### src/rtl/blk_e5a779.sv
// rtl/blk_e5a779.sv - IJTAG data mux takeover controller (quiesce handshake, timeout, guarded release)
module blk_e5a779 #(
  parameter int WIDTH       = 3,
  parameter int SYNC_STAGES = 2,
  parameter int TIMEOUT     = 255,
  parameter int GUARD       = 2
) (
  input  logic             ijtag_tck,
  input  logic             ijtag_reset,
  input  logic             ijtag_sel,
  input  logic             ijtag_ue,
  input  logic             tdr_takeover,
  input  logic [WIDTH-1:0] tdr_data,
  input  logic             func_idle,
  output logic             func_hold_req,
  output logic             ijtag_select,
  output logic [WIDTH-1:0] ijtag_data_out,
  output logic             status_active,
  output logic             status_timeout
);

  // One counter serves both the REQ wait and the RELEASE guard, so it must fit the larger of the two.
  localparam int TO_W   = (TIMEOUT > 1) ? $clog2(TIMEOUT) : 1;
  localparam int GD_W   = (GUARD > 1) ? $clog2(GUARD) : 1;
  localparam int CNT_W  = (TO_W > GD_W) ? TO_W : GD_W;
  localparam logic [CNT_W-1:0] TO_LAST    = CNT_W'(TIMEOUT - 1);
  localparam logic [CNT_W-1:0] GUARD_LAST = CNT_W'(GUARD - 1);
  localparam logic [CNT_W-1:0] CNT_ONE    = CNT_W'(1);

  typedef enum logic [1:0] {
    S_IDLE    = 2'd0,
    S_REQ     = 2'd1,
    S_SWITCH  = 2'd2,
    S_RELEASE = 2'd3
  } state_t;

  state_t                 state_q, state_d;
  logic [CNT_W-1:0]       cnt_q, cnt_d;
  logic                   hold_q, hold_d;
  logic                   select_q, select_d;
  logic                   active_q, active_d;
  logic                   timeout_q, timeout_d;
  logic [WIDTH-1:0]       data_q, data_d;
  logic [SYNC_STAGES-1:0] sync_q, sync_d;
  logic                   idle_s;

  assign idle_s         = sync_q[SYNC_STAGES-1];
  assign func_hold_req  = hold_q;
  assign ijtag_select   = select_q;
  assign status_active  = active_q;
  assign status_timeout = timeout_q;
  assign ijtag_data_out = data_q;

  // Shift chain bringing the asynchronous idle acknowledge into the tck domain.
  always_comb begin
    sync_d = {sync_q[SYNC_STAGES-2:0], func_idle};
  end

  // Data register loads on update whenever the TDR is selected, regardless of mux state.
  always_comb begin
    data_d = data_q;
    if (ijtag_sel && ijtag_ue) begin
      data_d = tdr_data;
    end
  end

  // Takeover sequencing; hold/select are registered alongside the state so the
  // select-implies-hold ordering is explicit at every transition.
  always_comb begin
    state_d   = state_q;
    cnt_d     = cnt_q;
    hold_d    = hold_q;
    select_d  = select_q;
    active_d  = active_q;
    timeout_d = timeout_q;
    case (state_q)
      S_IDLE: begin
        if (tdr_takeover && !timeout_q) begin
          state_d = S_REQ;
          hold_d  = 1'b1;
          cnt_d   = '0;
        end else if (!tdr_takeover) begin
          timeout_d = 1'b0;
        end
      end
      S_REQ: begin
        if (!tdr_takeover) begin
          state_d = S_RELEASE;
          cnt_d   = '0;
        end else if (idle_s) begin
          state_d  = S_SWITCH;
          select_d = 1'b1;
          active_d = 1'b1;
        end else if (cnt_q == TO_LAST) begin
          state_d   = S_IDLE;
          hold_d    = 1'b0;
          timeout_d = 1'b1;
        end else begin
          cnt_d = cnt_q + CNT_ONE;
        end
      end
      S_SWITCH: begin
        if (!tdr_takeover) begin
          state_d  = S_RELEASE;
          select_d = 1'b0;
          active_d = 1'b0;
          cnt_d    = '0;
        end
      end
      S_RELEASE: begin
        if (cnt_q == GUARD_LAST) begin
          state_d = S_IDLE;
          hold_d  = 1'b0;
        end else begin
          cnt_d = cnt_q + CNT_ONE;
        end
      end
      default: begin
        state_d   = S_IDLE;
        cnt_d     = '0;
        hold_d    = 1'b0;
        select_d  = 1'b0;
        active_d  = 1'b0;
        timeout_d = 1'b0;
      end
    endcase
  end

  // State and output registers; reset drops select and hold together.
  always_ff @(posedge ijtag_tck or negedge ijtag_reset) begin
    if (!ijtag_reset) begin
      state_q   <= S_IDLE;
      cnt_q     <= '0;
      hold_q    <= 1'b0;
      select_q  <= 1'b0;
      active_q  <= 1'b0;
      timeout_q <= 1'b0;
      data_q    <= '0;
      sync_q    <= '0;
    end else begin
      state_q   <= state_d;
      cnt_q     <= cnt_d;
      hold_q    <= hold_d;
      select_q  <= select_d;
      active_q  <= active_d;
      timeout_q <= timeout_d;
      data_q    <= data_d;
      sync_q    <= sync_d;
    end
  end

endmodule

### config.mk
export PLATFORM = sky130hd
export DESIGN_NAME = blk_e5a779
export DESIGN_NICKNAME = d
export VERILOG_FILES = /design/src/rtl/blk_e5a779.sv
export SDC_FILE = /design/constraint.sdc
export NUM_CORES = 1
export LEC_CHECK = 0
export CORE_AREA = 2 2 78 65
export CTS_BUF_LIST = sky130_fd_sc_hd__clkbuf_4 sky130_fd_sc_hd__clkbuf_8
export CTS_CLUSTER_DIAMETER = 200
export CTS_CLUSTER_SIZE = 14
export DETAILED_ROUTE_END_ITERATION = 12
export DIE_AREA = 0 0 80 67
export GPL_ROUTABILITY_DRIVEN = 0
export SETUP_SLACK_MARGIN = 0.3
export SLEW_MARGIN = 25
export SYNTH_ARGS = -nofsm -noshare
export SYNTH_HDL_FRONTEND = slang
export SYNTH_SLANG_ARGS = --single-unit
### constraint.sdc
create_clock -name ijtag_tck -period 2.85 [get_ports ijtag_tck]
set_input_delay 0.285 -clock ijtag_tck [delete_from_list [all_inputs] [get_ports ijtag_tck]]
set_output_delay 0.285 -clock ijtag_tck [all_outputs]
set_load 0.02 [all_outputs]
# After elaboration in Yosys (flattened, before gate mapping)
# Index checks and enable logic that the tools add are counted.
# word_totals
ram_bits	0
ff_bits	18
wordCells	67
latchBits	0
rom_bits	0
out_inout_bits	7
memories	0
# classes
order_cmp	0
shifts	0
n_reduce_logical	12
add_sub_neg	1
div	0
mul	0
eq_ne	18
mux	29
n_bitwise	0
# ops
cell	count
8-bit two-way mux	6
8-bit case mux with 4 select lines	1
2-bit inequality test (second input constant)	10
1-bit two-way mux	12
2-bit two-way mux	6
6-bit AND reduction	2
8-bit by 1-bit adder with 8-bit output (second input constant)	1
8-bit by 1-bit equality test with 1-bit output (second input constant)	1
8-bit equality test (second input constant)	1
2-bit case mux with 4 select lines	1
4-bit AND reduction	2
3-bit inequality test (second input constant)	2
5-bit AND reduction	1
2-bit equality test (second input constant)	2
4-bit inequality test (second input constant)	1
1-bit case mux with 2 select lines	2
2-bit nonzero test	2
1-bit case mux with 3 select lines	1
3-bit nonzero test	1
2-bit by 1-bit equality test with 1-bit output (second input constant)	1
1-bit logical AND	2
2-bit logical NOT	1
1-bit logical NOT	1

# Depth between registers and ports, before layout
# Gate-level depths: netlist of run 1.
# depth
depth_word	5
depth_mapped	8
depth_no_buf	7

# Least setup slack after synthesis of run 1
# Ideal clock, no wire load.
# synth_timing
path_kind	flip-flop to flip-flop
startpoint	reg (tool-made name)
endpoint	reg cnt_q[7]
n_path_buf	1
arrival_time_ns	1.763
path_stages_with_launch	9
period_less_slack_ns	1.829
required_ns	2.784
setup_slack_ns	1.021
path_cell_list	dfrtp_1 inv_1 ha_1 buf_6 a21oi_4 a2bb2oi_4 nand4_4 or4b_1 nand2_1
# synth_rtl
item	line_no	source
to (signal assigned)	142	cnt_q <= cnt_d;
to (decl)	38	logic [CNT_W-1:0] cnt_q, cnt_d;

==> results of run 1 <==
==> metrics by stage <==
step / worst slack, ps / hold WS (ps) / util
after CTS: 807 / 356 / 0.301
after detailed placement: 816 / 340 / 0.289
after global routing: 690 / 357 / 0.301
after floorplan: 1020 / -10.6 / -
final: 815 / 354 / 0.301
after global placement: 867 / 333 / 0.289
==> cell type report <==
class / instances / area [um2] / area share
inverter: 8 / 30.0 / 0.0221
timing repair buffer: 15 / 150 / 0.110
multi-input combinational: 76 / 599 / 0.441
sequential: 18 / 450 / 0.331
tap: 60 / 75.1 / 0.0552
clock buffer: 4 / 55.1 / 0.0405
==> path summary, 6_finish.rpt <==
| check | end | from |
|---|---|---|
| setup / recovery | cnt_q[6] | register |
| hold / removal | sync_q[1] | sync_q[0] |
| setup reg to reg | cnt_q[6] | register |
| hold reg to reg | sync_q[1] | sync_q[0] |
| max in group asynchronous | cnt_q[7] | ijtag_reset |
| min in group asynchronous | cnt_q[5] | ijtag_reset |
==> cell usage after synthesis, types with 2 or more instances <==
| master | instances |
|---|---|
| nand4_2 | 2 |
| a21boi_1 | 3 |
| nor2_1 | 5 |
| a21oi_1 | 4 |
| nand3_1 | 4 |
| a31oi_1 | 2 |
| ha_1 | 8 |
| mux2_2 | 3 |
| o31ai_1 | 2 |
| o21ai_0 | 7 |
| or3_1 | 3 |
| nand2_1 | 9 |
| inv_1 | 8 |
| o211ai_1 | 3 |
| a21o_1 | 2 |
| dfrtp_1 | 18 |
==> layout by cell type, fill, tap and decap left out, drive strengths merged <==
| cell type | n |
|---|---|
| nor4 | 1 |
| o21ai | 7 |
| a21o | 3 |
| a2bb2oi | 2 |
| a21boi | 3 |
| nor2 | 5 |
| a21oi | 5 |
| nand2 | 9 |
| o31ai | 2 |
| or2 | 1 |
| mux2 | 3 |
| clkbuf | 4 |
| nand4 | 3 |
| ha | 8 |
| o211ai | 3 |
| inv | 8 |
| a222oi | 1 |
| xor2 | 1 |
| nor3b | 1 |
| or4b | 1 |
| nand3 | 5 |
| a31oi | 2 |
| dfrtp | 18 |
| a2111oi | 1 |
| nor3 | 1 |
| clkdlybuf4s50 | 15 |
| a221o | 1 |
| or3 | 4 |
| nand2b | 2 |
| mux2i | 1 |
==> state kept, by name (all words and copies together) (netlist names), named ones only <==
name,cells
cnt_q,8
ijtag_data_out,3
sync_q,2
func_hold_req,1
state_q,1
status_active,1
status_timeout,1
==> logic make-up (layout without fill, tap and decap cells) <==
family          Yosys count  after routing  synth area share
xor+xnor                  1              1           0.00797
simple gates             33             33             0.196
flops                    18             18             0.410
compound gates           30             30             0.211
buf+inv                  10             27            0.0444
mux                       4              4            0.0399
fa+ha+maj                 8              8            0.0911
==> worst reg2reg max path, delay by kind of cell (launching register included) <==
kind | cells | cell delay (ps)
compound gates | 3 | 590
fa+ha+maj | 1 | 340
flops | 1 | 400
buf+inv | 1 | 110
simple gates | 2 | 530
==> routing by layer <==
metal / routed length, um / GRT usage / part of all wire
met1: 1000 / 0.118 / 0.46
met2: 1020 / 0.145 / 0.47
met3: 138 / 0.0325 / 0.064
met4: 0 / 0.0191 / 0
met5: 0 / 0 / 0
==> power by group <==
part / leakage [nW] / total (mW) / internal, mW / switching, mW
registers: 0.228 / 0.348 / 0.304 / 0.0444
clock network: 0.0288 / 0.209 / 0.123 / 0.0862
logic: 0.307 / 0.533 / 0.237 / 0.296
==> qor.csv, run 1 <==
metric,value,unit
run status,"complete, no violations",
ANT nets after route,0,
Std-Cell Rows,22,
total stage count of the critical path,7,
kind of critical path,register to register,
Sinks on Clock Net,18,
die area,0.00536,mm2
nature of the critical path endpoint,register,
DPL Wire Length,1610,um
synth warn,0,
"Reg clk slew, reported paths",70,ps
"Hold-fix buffers, CTS",0,
routed wire length,2160,um
Layout Area Growth over Synthesis,23.8,%
cell accounting for the most synthesized area,dfrtp_1,
"number of standard cells in the layout, taps in and fillers out",181,
filler instances,474,
Layout Skew,1.97,ps
count of cell types in the netlist,37,
total of max-cap violations,0,
overflow left after global routing,0,
horizontal die dimension,80,um
Tightest Pin Transition,808,ps
unrepaired setup endpoints after global routing,no,
total CTS buffers,3,
pins over their slew limit,0,
number of stages on the worst hold path,0,
antenna diode count,0,
antenna violations before repair,0,
die span in y,67,um
final-report hold violation count,0,
Seq cells post-synth,18,
setup TNS after final layout,0,ps
dominant cells by area after synthesis,"dfrtp_1, ha_1, o21ai_0",
critical path buffer and inverter count,1,
kind of start point of the critical path,register,
count of buffers inserted at the top-level ports,15,
placed cell count,177,
Synth Instances,104,
number of synthesized flops with an enable pin,0,
global-route wire length before repair,3730,um
final worst path period need,2030,ps
static power due to leakage,0.563,nW
first-pass iteration count of the detailed router,5,
TritonCTS clock tree,yes,
average instance area after synthesis,10.6,um2
post-synth top area share,0.410,
final total power,1.09,mW
required time at the worst-slack endpoint,3030,ps
instance area at placement,0.00131,mm2
cells traversed along the worst timing path,inv_1 -> ha_1 -> a21oi_4 -> a2bb2oi_4 -> nand4_2 -> or3_1 -> a21boi_1,
starting density of the core,0.243,
cell area after layout,0.00136,mm2
"Max stage delay cell, worst path",dfrtp_1,
total via count in the routed design,846,
crit-path leading delay family,compound AO/OA/AOI/OAI gates,
latest clock arrival within the worst-skew pair,250,ps
timing-limited maximum frequency,0.491,GHz
global router's overall resource usage,0.0908,
final critical-path share of the clock period,0.714,
H-tree level count,1,
maximum number of pins on one net before global-route repair,19,
final-stage net count,139,
via density per instance,4.67,
largest vdd supply drop,0.000282,V
cells on worst reg2reg path,7,
share of layout cells above drive strength 1,0.140,
maximum root-to-sink buffer count,2,
post-detailed-route wirelength per cell,11.9,um
sequential share of the synthesized area,0.410,
post-synthesis net count,121,
Worst EP arrival,2210,ps
initial drt markers,105,
detailed-route DRC error count,0,
Core Region,0.00451,mm2
R2R Setup Slk,820,ps
fraction of synthesis flops using an asynchronous set or reset pin,1.00,
PostCTS Resize Cnt,0,
slowest cell delay on critical path,400,ps
Mapped Area,0.00110,mm2
post-CTS setup buffer count,0,
worst slew margin relative to its limit,0.460,
Synth Flop Type,dfrtp_1,
power per cell area,802,mW/mm2
largest fanout of any net on the critical path,10,
I/O Pins,16,
vias in the first global route,804,
clock root buffer,clkbuf_8,
Finish-stage setup viols,0,
kind of path behind the tightest hold check,register to register,
Note: power is estimated with default switching activity, not from simulation.
==> run 2, diff against run 1 <==
Clock period 2.85 ns to 1.94 ns, I/O delays scaled along.
==> run 2 against run 1 <==
Compared with the run above:
- sequential share of layout area fell by 4.9 points
- non-clock buffer count rose by 19
- sequential cell count did not move
- global-route usage grew 1.8 points
- clock power is 54% higher
- worst setup slack worse by 690 ps
- critical path depth is the same
- via count increased by 12%
- wire length rose by 25%
- critical endpoint is now state_q[0]
- largest cell class unchanged
==> qor.csv, run 2 (synthesis gave the netlist of run 1 again) <==
metric,value,unit
run status,"complete, no violations",
share of layout cells above drive strength 1,0.379,
antenna diode count,0,
die area,0.00536,mm2
global router's overall resource usage,0.109,
final worst path period need,1810,ps
ANT nets after route,0,
static power due to leakage,0.664,nW
global-route wire length before repair,4310,um
final-report hold violation count,0,
via density per instance,4.73,
DPL Wire Length,1740,um
largest vdd supply drop,0.000699,V
Worst EP arrival,1970,ps
total via count in the routed design,945,
maximum number of pins on one net before global-route repair,19,
start point of the critical path,cnt_q[1],
setup TNS after final layout,0,ps
beginning of the worst register-to-register path,cnt_q[1],
kind of critical path,register to register,
post-layout worst setup margin,127,ps
Std-Cell Rows,22,
overflow left after global routing,0,
Layout Skew,7.16,ps
nature of the critical path endpoint,register,
antenna violations before repair,0,
total of max-cap violations,0,
die span in y,67,um
count of buffers inserted at the top-level ports,15,
"top library cells by usage in the layout, fill and taps aside","buf_4, clkdlybuf4s50_1, dfrtp_1",
Tightest Pin Transition,458,ps
Core Region,0.00451,mm2
vias in the first global route,924,
post-placement worst setup slack,26.6,ps
kind of start point of the critical path,register,
final total power,2.02,mW
starting density of the core,0.243,
hold slack final,249,ps
I/O Pins,16,
latest clock arrival within the worst-skew pair,270,ps
total CTS buffers,3,
final critical-path share of the clock period,0.934,
Layout Area Growth over Synthesis,46.9,%
initial drt markers,20,
clock root buffer,clkbuf_8,
horizontal die dimension,80,um
TritonCTS clock tree,yes,
timing-limited maximum frequency,0.552,GHz
routed wire length,2700,um
pins over their slew limit,0,
final-stage net count,158,
Largest register FFs,8,
post-detailed-route wirelength per cell,13.5,um
unrepaired setup endpoints after global routing,yes,
Finish-stage setup viols,0,
kind of path behind the tightest hold check,input pin to asynchronous set/reset pin,
maximum root-to-sink buffer count,2,
required time at the worst-slack endpoint,2090,ps
detailed-route DRC error count,0,
final core utilization,0.358,
power per cell area,1250,mW/mm2
Sinks on Clock Net,18,
H-tree level count,1,
"commonest non-fill, non-tap cell in the layout",buf_4,
first-pass iteration count of the detailed router,4,
largest register by flop count,cnt_q,
worst slew margin relative to its limit,0.695,
"Reg clk slew, reported paths",80,ps
largest fanout of any net on the critical path,4,
run 2: stage by stage:
| stage | cell area, um2 | instances |
|---|---|---|
| floorplan | 1110 | 104 |
| global placement | 1360 | 182 |
| detailed placement | 1360 | 182 |
| CTS | 1520 | 196 |
| global route | 1610 | 200 |
| finish | 1610 | 200 |
run 2: where the power goes:
part,leakage [nW],total (mW),switching (mW),internal [mW]
registers,0.222,0.544,0.0912,0.452
logic,0.413,1.15,0.544,0.606
clock network,0.0288,0.322,0.141,0.181
total,0.664,2.02,0.776,1.24
run 2: final timing paths:
| path | slack [ps] | to | depth (start not counted) |
|---|---|---|---|
| setup / recovery | 130 | state_q[0] | 7 |
| hold / removal | 250 | status_active | 2 |
| setup reg to reg | 130 | state_q[0] | 7 |
| hold reg to reg | 350 | sync_q[1] | 0 |
| max in group asynchronous | 1460 | cnt_q[0] | 2 |
| min in group ijtag_tck | 350 | sync_q[1] | 0 |
run 2: metal layers:
metal  GRT usage  share of wire  up-vias
met1       0.135           0.46      459
met4      0.0508          0.018        0
met3      0.0339          0.048        5
li1            -              -      454
met5           0              0        -
met2       0.172           0.48       27
run 2: final cells by class:
class	count	area (um2)
Multi-Input combinational cell	76	697
Fill cell	453	2900
Inverter	8	35.0
Tap cell	60	75.1
Timing Repair Buffer	34	297
Sequential cell	18	455
Clock buffer	4	55.1
run 2: timing repair:
action,in CTS,in global routing
resized for setup,6,18
setup endpoints to repair,10,11
setup buffers,10,4
hold buffers,0,0
pin swaps,3,12
run 2: critical path, cell delays in order (launching register included):
cell	delay (ps)
dfrtp_1	430
inv_2	100
ha_4	120
nor3b_4	200
nand2_1	100
a222oi_1	380
nand3_1	210
a2bb2oi_1	170
